File: src/rtl/dmem_arbiter_pkg.sv
`default_nettype none
// ============================================================================
// Module   : dmem_arbiter_pkg
// Purpose  : Shared widths, FSM state encoding and command record for the
//            data-memory arbiter.
// Revision : 1.0  initial release
// ============================================================================
package dmem_arbiter_pkg;

    localparam int DEFAULT_ADDR_W = 4;
    localparam int DEFAULT_DATA_W = 8;

    // Two-state sequencer: waiting for work, or driving one memory access.
    typedef enum logic [0:0] {
        IDLE  = 1'b0,
        ISSUE = 1'b1
    } state_t;

    // One registered memory access, owned by the port that won arbitration.
    typedef struct packed {
        logic                      port;
        logic                      we;
        logic [DEFAULT_ADDR_W-1:0] addr;
        logic [DEFAULT_DATA_W-1:0] wdata;
    } cmd_t;

    // Port index to a two-bit one-hot vector (bit 0 = port 0).
    function automatic logic [1:0] port_onehot(input logic port);
        return port ? 2'b10 : 2'b01;
    endfunction

endpackage
`default_nettype wire

File: src/rtl/dmem_arbiter_if.sv
`default_nettype none
// ============================================================================
// Module   : dmem_arbiter_if
// Purpose  : Bundle of both requester ports, the shared read response and the
//            data-memory control lines.
// Revision : 1.0  initial release
// ============================================================================
interface dmem_arbiter_if
    import dmem_arbiter_pkg::*;
#(
    parameter int ADDR_W = DEFAULT_ADDR_W,
    parameter int DATA_W = DEFAULT_DATA_W
);
    // Port 0 (CPU core)
    logic              req0;
    logic              we0;
    logic [ADDR_W-1:0] addr0;
    logic [DATA_W-1:0] wdata0;
    logic              gnt0;
    logic              rvalid0;
    // Port 1 (debug/DMA loader)
    logic              req1;
    logic              we1;
    logic [ADDR_W-1:0] addr1;
    logic [DATA_W-1:0] wdata1;
    logic              gnt1;
    logic              rvalid1;
    // Shared read response
    logic [DATA_W-1:0] rdata;
    // Data memory side
    logic              mem_E;
    logic              mem_WE;
    logic [ADDR_W-1:0] mem_Addr;
    logic [DATA_W-1:0] mem_DataIn;
    logic [DATA_W-1:0] mem_DataOut;

    // Arbiter view
    modport slave (
        input  req0, we0, addr0, wdata0,
        input  req1, we1, addr1, wdata1,
        input  mem_DataOut,
        output gnt0, rvalid0, gnt1, rvalid1, rdata,
        output mem_E, mem_WE, mem_Addr, mem_DataIn
    );

    // Requester and memory view
    modport master (
        output req0, we0, addr0, wdata0,
        output req1, we1, addr1, wdata1,
        output mem_DataOut,
        input  gnt0, rvalid0, gnt1, rvalid1, rdata,
        input  mem_E, mem_WE, mem_Addr, mem_DataIn
    );

endinterface
`default_nettype wire

File: src/rtl/dmem_arbiter_rr_pick2.sv
`default_nettype none
// ============================================================================
// Module   : dmem_arbiter_rr_pick2
// Purpose  : Combinational two-way round-robin picker. A masked requester is
//            ineligible; on a tie the port other than 'last' wins.
// Revision : 1.0  initial release
// ============================================================================
module dmem_arbiter_rr_pick2 (
    input  wire logic [1:0] req,
    input  wire logic [1:0] mask,
    input  wire logic       last,
    output logic            valid,
    output logic            winner
);

    logic [1:0] w_elig;

    // Eligible requests, then tie-break against the previous winner.
    always_comb begin
        w_elig = req & ~mask;
        valid  = |w_elig;
        winner = (&w_elig) ? ~last : w_elig[1];
    end

endmodule
`default_nettype wire

File: src/rtl/dmem_arbiter.sv
`default_nettype none
// ============================================================================
// Module   : dmem_arbiter
// Purpose  : Round-robin arbiter and sequencer for the single-ported data
//            memory. Registers the winning request, drives the memory for one
//            cycle and returns read data through a registered response.
// Revision : 1.0  initial release
// ============================================================================
module dmem_arbiter
    import dmem_arbiter_pkg::*;
#(
    parameter int ADDR_W = DEFAULT_ADDR_W,
    parameter int DATA_W = DEFAULT_DATA_W
) (
    input  wire logic      clk,
    input  wire logic      rst,
    dmem_arbiter_if.slave  bus
);

    state_t            r_state;
    state_t            w_next_state;
    cmd_t              r_cmd;
    logic              r_last;
    logic [DATA_W-1:0] r_rdata;
    logic [1:0]        r_rvalid;

    logic [1:0]        w_req;
    logic [1:0]        w_mask;
    logic              w_pick_valid;
    logic              w_pick_winner;
    logic              w_sel_we;
    logic [ADDR_W-1:0] w_sel_addr;
    logic [DATA_W-1:0] w_sel_wdata;
    logic [1:0]        w_gnt;
    logic              w_mem_e;
    logic              w_mem_we;

    // While an access is executing, its own port is masked so the other port
    // can be chained back-to-back and a lone requester cannot monopolise.
    always_comb begin
        w_req  = {bus.req1, bus.req0};
        w_mask = (r_state == ISSUE) ? port_onehot(r_cmd.port) : 2'b00;
    end

    dmem_arbiter_rr_pick2 u_pick (
        .req    (w_req),
        .mask   (w_mask),
        .last   (r_last),
        .valid  (w_pick_valid),
        .winner (w_pick_winner)
    );

    // Command fields of the selected port.
    always_comb begin
        w_sel_we    = w_pick_winner ? bus.we1    : bus.we0;
        w_sel_addr  = w_pick_winner ? bus.addr1  : bus.addr0;
        w_sel_wdata = w_pick_winner ? bus.wdata1 : bus.wdata0;
    end

    // State register.
    always_ff @(posedge clk) begin
        if (rst) begin
            r_state <= IDLE;
        end else begin
            r_state <= w_next_state;
        end
    end

    // Next state: any new selection leads to (or stays in) ISSUE.
    always_comb begin
        w_next_state = r_state;
        case (r_state)
            IDLE:    w_next_state = w_pick_valid ? ISSUE : IDLE;
            ISSUE:   w_next_state = w_pick_valid ? ISSUE : IDLE;
            default: w_next_state = IDLE;
        endcase
    end

    // Outputs decoded from state and the registered command.
    always_comb begin
        w_gnt    = 2'b00;
        w_mem_e  = 1'b0;
        w_mem_we = 1'b0;
        if (r_state == ISSUE) begin
            w_gnt    = port_onehot(r_cmd.port);
            w_mem_e  = 1'b1;
            w_mem_we = r_cmd.we;
        end
    end

    // Command capture, round-robin pointer and registered read response.
    // A reset edge wins over a read finishing on the same edge.
    always_ff @(posedge clk) begin
        if (rst) begin
            r_cmd    <= '0;
            r_last   <= 1'b1;
            r_rdata  <= '0;
            r_rvalid <= 2'b00;
        end else begin
            r_rvalid <= 2'b00;
            if ((r_state == ISSUE) && !r_cmd.we) begin
                r_rdata  <= bus.mem_DataOut;
                r_rvalid <= port_onehot(r_cmd.port);
            end
            if (w_pick_valid) begin
                r_cmd.port  <= w_pick_winner;
                r_cmd.we    <= w_sel_we;
                r_cmd.addr  <= w_sel_addr;
                r_cmd.wdata <= w_sel_wdata;
                r_last      <= w_pick_winner;
            end
        end
    end

    assign bus.gnt0       = w_gnt[0];
    assign bus.gnt1       = w_gnt[1];
    assign bus.rvalid0    = r_rvalid[0];
    assign bus.rvalid1    = r_rvalid[1];
    assign bus.rdata      = r_rdata;
    assign bus.mem_E      = w_mem_e;
    assign bus.mem_WE     = w_mem_we;
    assign bus.mem_Addr   = r_cmd.addr;
    assign bus.mem_DataIn = r_cmd.wdata;

endmodule
`default_nettype wire

File: src/flat_wrapper.sv
// flat-port wrapper written by rule: the top's interface ports become plain ports
module dmem_arbiter_flat import dmem_arbiter_pkg::*;
#(
    parameter int ADDR_W = DEFAULT_ADDR_W,
    parameter int DATA_W = DEFAULT_DATA_W
)
  (clk, rst, bus_req0, bus_we0, bus_addr0, bus_wdata0, bus_req1, bus_we1, bus_addr1, bus_wdata1, bus_mem_DataOut, bus_gnt0, bus_rvalid0, bus_gnt1, bus_rvalid1, bus_rdata, bus_mem_E, bus_mem_WE, bus_mem_Addr, bus_mem_DataIn);
  dmem_arbiter_if #(.ADDR_W(ADDR_W), .DATA_W(DATA_W)) bus_i ();
  input  wire logic clk;
  input  wire logic rst;
  input wire logic [$bits(bus_i.req0)-1:0] bus_req0;
  input wire logic [$bits(bus_i.we0)-1:0] bus_we0;
  input wire logic [$bits(bus_i.addr0)-1:0] bus_addr0;
  input wire logic [$bits(bus_i.wdata0)-1:0] bus_wdata0;
  input wire logic [$bits(bus_i.req1)-1:0] bus_req1;
  input wire logic [$bits(bus_i.we1)-1:0] bus_we1;
  input wire logic [$bits(bus_i.addr1)-1:0] bus_addr1;
  input wire logic [$bits(bus_i.wdata1)-1:0] bus_wdata1;
  input wire logic [$bits(bus_i.mem_DataOut)-1:0] bus_mem_DataOut;
  output wire logic [$bits(bus_i.gnt0)-1:0] bus_gnt0;
  output wire logic [$bits(bus_i.rvalid0)-1:0] bus_rvalid0;
  output wire logic [$bits(bus_i.gnt1)-1:0] bus_gnt1;
  output wire logic [$bits(bus_i.rvalid1)-1:0] bus_rvalid1;
  output wire logic [$bits(bus_i.rdata)-1:0] bus_rdata;
  output wire logic [$bits(bus_i.mem_E)-1:0] bus_mem_E;
  output wire logic [$bits(bus_i.mem_WE)-1:0] bus_mem_WE;
  output wire logic [$bits(bus_i.mem_Addr)-1:0] bus_mem_Addr;
  output wire logic [$bits(bus_i.mem_DataIn)-1:0] bus_mem_DataIn;
  assign bus_i.req0 = bus_req0;
  assign bus_i.we0 = bus_we0;
  assign bus_i.addr0 = bus_addr0;
  assign bus_i.wdata0 = bus_wdata0;
  assign bus_i.req1 = bus_req1;
  assign bus_i.we1 = bus_we1;
  assign bus_i.addr1 = bus_addr1;
  assign bus_i.wdata1 = bus_wdata1;
  assign bus_i.mem_DataOut = bus_mem_DataOut;
  assign bus_gnt0 = bus_i.gnt0;
  assign bus_rvalid0 = bus_i.rvalid0;
  assign bus_gnt1 = bus_i.gnt1;
  assign bus_rvalid1 = bus_i.rvalid1;
  assign bus_rdata = bus_i.rdata;
  assign bus_mem_E = bus_i.mem_E;
  assign bus_mem_WE = bus_i.mem_WE;
  assign bus_mem_Addr = bus_i.mem_Addr;
  assign bus_mem_DataIn = bus_i.mem_DataIn;
  dmem_arbiter #(.ADDR_W(ADDR_W), .DATA_W(DATA_W)) u_core (.clk(clk), .rst(rst), .bus(bus_i));
endmodule
File: config.mk
export PLATFORM = sky130hd
export DESIGN_NAME = dmem_arbiter_flat
export DESIGN_NICKNAME = d
export VERILOG_FILES = /design/src/rtl/dmem_arbiter_pkg.sv /design/src/rtl/dmem_arbiter_if.sv /design/src/rtl/dmem_arbiter_rr_pick2.sv /design/src/rtl/dmem_arbiter.sv /design/src/flat_wrapper.sv
export SDC_FILE = /design/constraint.sdc
export NUM_CORES = 1
export LEC_CHECK = 0
export ABC_AREA = 1
export BUFFER_PORTS_ARGS = -buffer_cell sky130_fd_sc_hd__buf_4
export CAP_MARGIN = 20
export CORE_MARGIN = 3
export CORE_UTILIZATION = 40
export CTS_CLUSTER_SIZE = 30
export DETAILED_ROUTE_END_ITERATION = 16
export PLACE_DENSITY = 0.84
export SYNTH_ARGS = -nofsm -noshare
export SYNTH_HDL_FRONTEND = slang
export SYNTH_SLANG_ARGS = --single-unit
File: constraint.sdc
create_clock -name clk -period 1.1 [get_ports clk]
set_input_delay 0.11 -clock clk [delete_from_list [all_inputs] [get_ports clk]]
set_output_delay 0.11 -clock clk [all_outputs]
set_load 0.1 [all_outputs]
==> results.py <==
metrics = {
    "status": {
        "run_status": "finished with violations",
        "violations": "negative setup slack",
    },
    "routing": {
        "initialDrtViolationCount": 68,
        "detail_route.drc_violations": 0,
        "avgRoutedWirePerCell_um": 12.6,
        "num_vias": 1383,
        "detail_route.first_pass.iterations": 4,
        "routed_wl_um": 3790,
        "vias_per_cell": 4.61,
        "ant_nets": 0,
    },
    "min_path": {
        "min_path_cells": 3,
        "min_from": "bus_mem_DataOut[4]",
        "worst_hold_path.endpoint": "u_core.bus.rdata[4]$_SDFFE_PP0P_",
        "hold_path_class": "input port to flop",
    },
    "sta": {
        "final.min_clock_period_ns": 1.28,
        "final.period_utilization": 1.17,
        "slew_headroom": 0.820,
        "timing.fmax_ghz": 0.780,
        "clock-skew-final_ns": 0.00652,
        "fin_setup_tns_ns": -2.84,
        "final_max_slew_viol_count": 0,
        "worst-slew-pin-transition_ns": 0.269,
        "unrepaired_setup_endpoints_after_global_routing": "true",
        "final-setup-viol-count": 26,
        "hold_viol": 0,
        "final_critical_path_setup_slack_ns": -0.182,
    },
    "clock_network": {
        "clk_pin_slew_worst_paths_ns": 0.14,
        "cts-buffers-inserted": 3,
        "clock_sink_count": 26,
        "max-clock-path-buffers": 2,
        "tritoncts": "done",
        "clock_insertion_delay_worst_skew_ns": 0.33,
        "clk_root_buffer_cell": "clkbuf_4",
        "htree_num_levels": 1,
    },
    "global_routing": {
        "antenna_found_initial": 0,
        "gr-total-overflow": 0,
        "met3_usage": 0.0504,
        "global_route.peak_usage_layer": "met2",
        "global_route.usage.total": 0.187,
        "first_global_vias": 1318,
        "groute.layer.met1.usage": 0.220,
        "global_route_wire_length_before_repair_um": 5960,
        "maximum_number_of_pins_on_one_net_before_global_route_repair": 16,
        "grt_util_met2": 0.332,
    },
    "layout": {
        "final_area_um2": 2210,
        "num_antenna_cells": 0,
        "final_nets": 297,
        "flow.area_growth_from_synthesis_pct": 72.0,
        "share_of_layout_cells_above_drive_strength_1": 0.457,
        "finalNonFillerCells": 300,
    },
    "synthesis": {
        "dominantRegCellSynth": "dfxtp_1",
        "ys_types": 19,
        "synth-edff-count": 0,
        "post_synth_instance_area_um2": 1290,
        "netlist_instances": 183,
        "synth_top_cells_by_count": "nand2_1, inv_1, nand3_1",
        "proportion_of_register_bits_with_asynchronous_set_or_reset_after_synthesis": 0,
        "postSynthAreaPerCell_um2": 7.03,
        "mappedNetlistNets": 221,
        "ys.warnings.count": 0,
        "post_synth_main_area_contributors": "dfxtp_1, nand2_1, nand3_1, inv_1, buf_4",
        "flop_and_latch_count_out_of_synthesis": 26,
        "netlist.top_cell.by_area": "dfxtp_1",
        "post-synth-top-area-fraction": 0.405,
        "synth.yosys.seq_area_share": 0.405,
        "yosysMostFrequentCell": "nand2_1",
    },
    "pwr": {
        "power_leakage_nw": 1.15,
        "p_per_area_nw_per_um2": 1360,
        "totalPowerFinal_mw": 3.01,
        "worst_ir_drop_vdd_uv": 1070,
    },
    "critical_path": {
        "worstPathRequired_ns": 0.99,
        "reg2reg_to": "u_core.bus.rdata[0]$_SDFFE_PP0P_",
        "worst-path-max-fanout": 4,
        "worstSetupPathType": "flop to output pin",
        "crit_path_top_delay_cell": "dfxtp_4",
        "critical_path.cell_chain": "inv_4 -> nand2_4 -> buf_6 -> clkinvlp_4 -> buf_12",
        "reg2reg_depth": 6,
        "crit_family": "flip-flops",
        "cpPeakStageDelay_ns": 0.41,
        "critical_path.endpoint_type": "output pin",
        "source_of_the_worst_register_to_register_timing_path": "u_core.r_state$_SDFF_PP0_",
        "cp-startpoint": "u_core.r_cmd[13]$_SDFFE_PP0P_",
        "r2r_slack_ns": -0.14,
        "worst_ep_arrival_time_ns": 1.17,
        "critPathLaunchType": "flop",
        "worst-path-buf-inv": 4,
    },
    "die": {
        "die_w_um": 62.7,
        "die_height_um": 62.7,
        "rows": 19,
        "core_region_area_um2": 2900,
        "design.die.area_um2": 3930,
        "start_util": 0.443,
        "top_level_ports": 64,
    },
    "job": {
        "number_of_max_cap_violations": 0,
    },
    "place": {
        "quantity_of_i_o_buffers_inserted_on_ports": 63,
        "place_hpwl_um": 2450,
        "area_after_detailed_placement_um2": 1810,
        "place_congestion": 0.774,
        "placedCellCount": 281,
    },
}
[flip-flops by register name (all words and copies together) (netlist names)]
signal,count
u_core.bus.mem_Addr,4
u_core.bus.mem_DataIn,8
u_core.bus.rdata,8
u_core.r_cmd,2
u_core.r_last,1
u_core.r_rvalid,2
u_core.r_state,1
[routing by layer]
metal / vias to the layer above / share of wire
li1: 700 / -
met1: 627 / 0.39
met2: 52 / 0.54
met3: 4 / 0.064
met4: 0 / 0.0061
met5: - / 0
[repair_timing]
action,in CTS,in global routing
setup buffers,7,1
cloned,0,1
gates resized for setup,30,32
pin swaps,2,3
hold buffers,1,5
setup endpoints to repair,22,47
hold endpoints to repair,1,5
[worst max-delay path by stage]
stage	endpoint	slack [ns]	cells after the start
2_1_floorplan	u_core.bus.mem_Addr[0]$_SDFFE_PP0P_	-0.17	8
3_3_place_gp	u_core.bus.mem_DataIn[3]$_SDFFE_PP0P_	-0.02	7
3_5_place_dp	u_core.bus.mem_DataIn[5]$_SDFFE_PP0P_	-0.07	7
4_1_cts	bus_gnt0	-0.18	5
5_1_grt	u_core.bus.rdata[0]$_SDFFE_PP0P_	-0.26	6
6_report	bus_gnt0	-0.18	5
[placed cells by master, fill, tap and decap left out, drive strengths merged]
cell type and n:
clkinv 1, clkinvlp 3, o21ai 8, dfxtp 26, nor3 2, buf 81, inv 31, nand2 47
nor2 18, clkbuf 4, nand3 29, a21oi 2, dlygate4sd3 6
[stage by stage]
| stage | hold WS [ns] | worst slack (ns) | utilization |
|---|---|---|---|
| finish | 0.0110 | -0.182 | 0.763 |
| global route | 0.00934 | -0.256 | 0.763 |
| CTS | 0.00233 | -0.184 | 0.700 |
| detailed placement | 0.338 | -0.0661 | 0.624 |
| global placement | 0.329 | -0.0205 | 0.624 |
| floorplan | 0.179 | -0.169 | - |
[power breakdown]
| group | switching (mW) | internal (mW) | total, mW | leakage [nW] |
|---|---|---|---|---|
| Clock | 0.287 | 0.203 | 0.490 | 0.0210 |
| Combinational | 0.935 | 0.471 | 1.41 | 0.913 |
| Sequential | 0.0781 | 1.04 | 1.12 | 0.219 |
| Total | 1.30 | 1.71 | 3.01 | 1.15 |
[worst min-delay path: cells and delay by family]
kind	cells	cell delay (ns)
simple gates	2	0.12
buf+inv	1	0.08
[logic make-up after synthesis]
kind of cell / count (synthesis) / share of synthesized area
flops: 26 / 0.405
buf+inv: 51 / 0.202
compound gates: 10 / 0.0477
simple gates: 96 / 0.345
[cell type report]
| class | count | area, µm² |
|---|---|---|
| repair buffers | 87 | 858 |
| fillers | 215 | 688 |
| multi-input cells | 106 | 566 |
| flip-flops and latches | 26 | 539 |
| inverters | 34 | 154 |
| well taps | 42 | 52.6 |
| clock buffers | 4 | 36.3 |
| repair inverters | 1 | 6.26 |
Power figures use the tool's default switching activity.
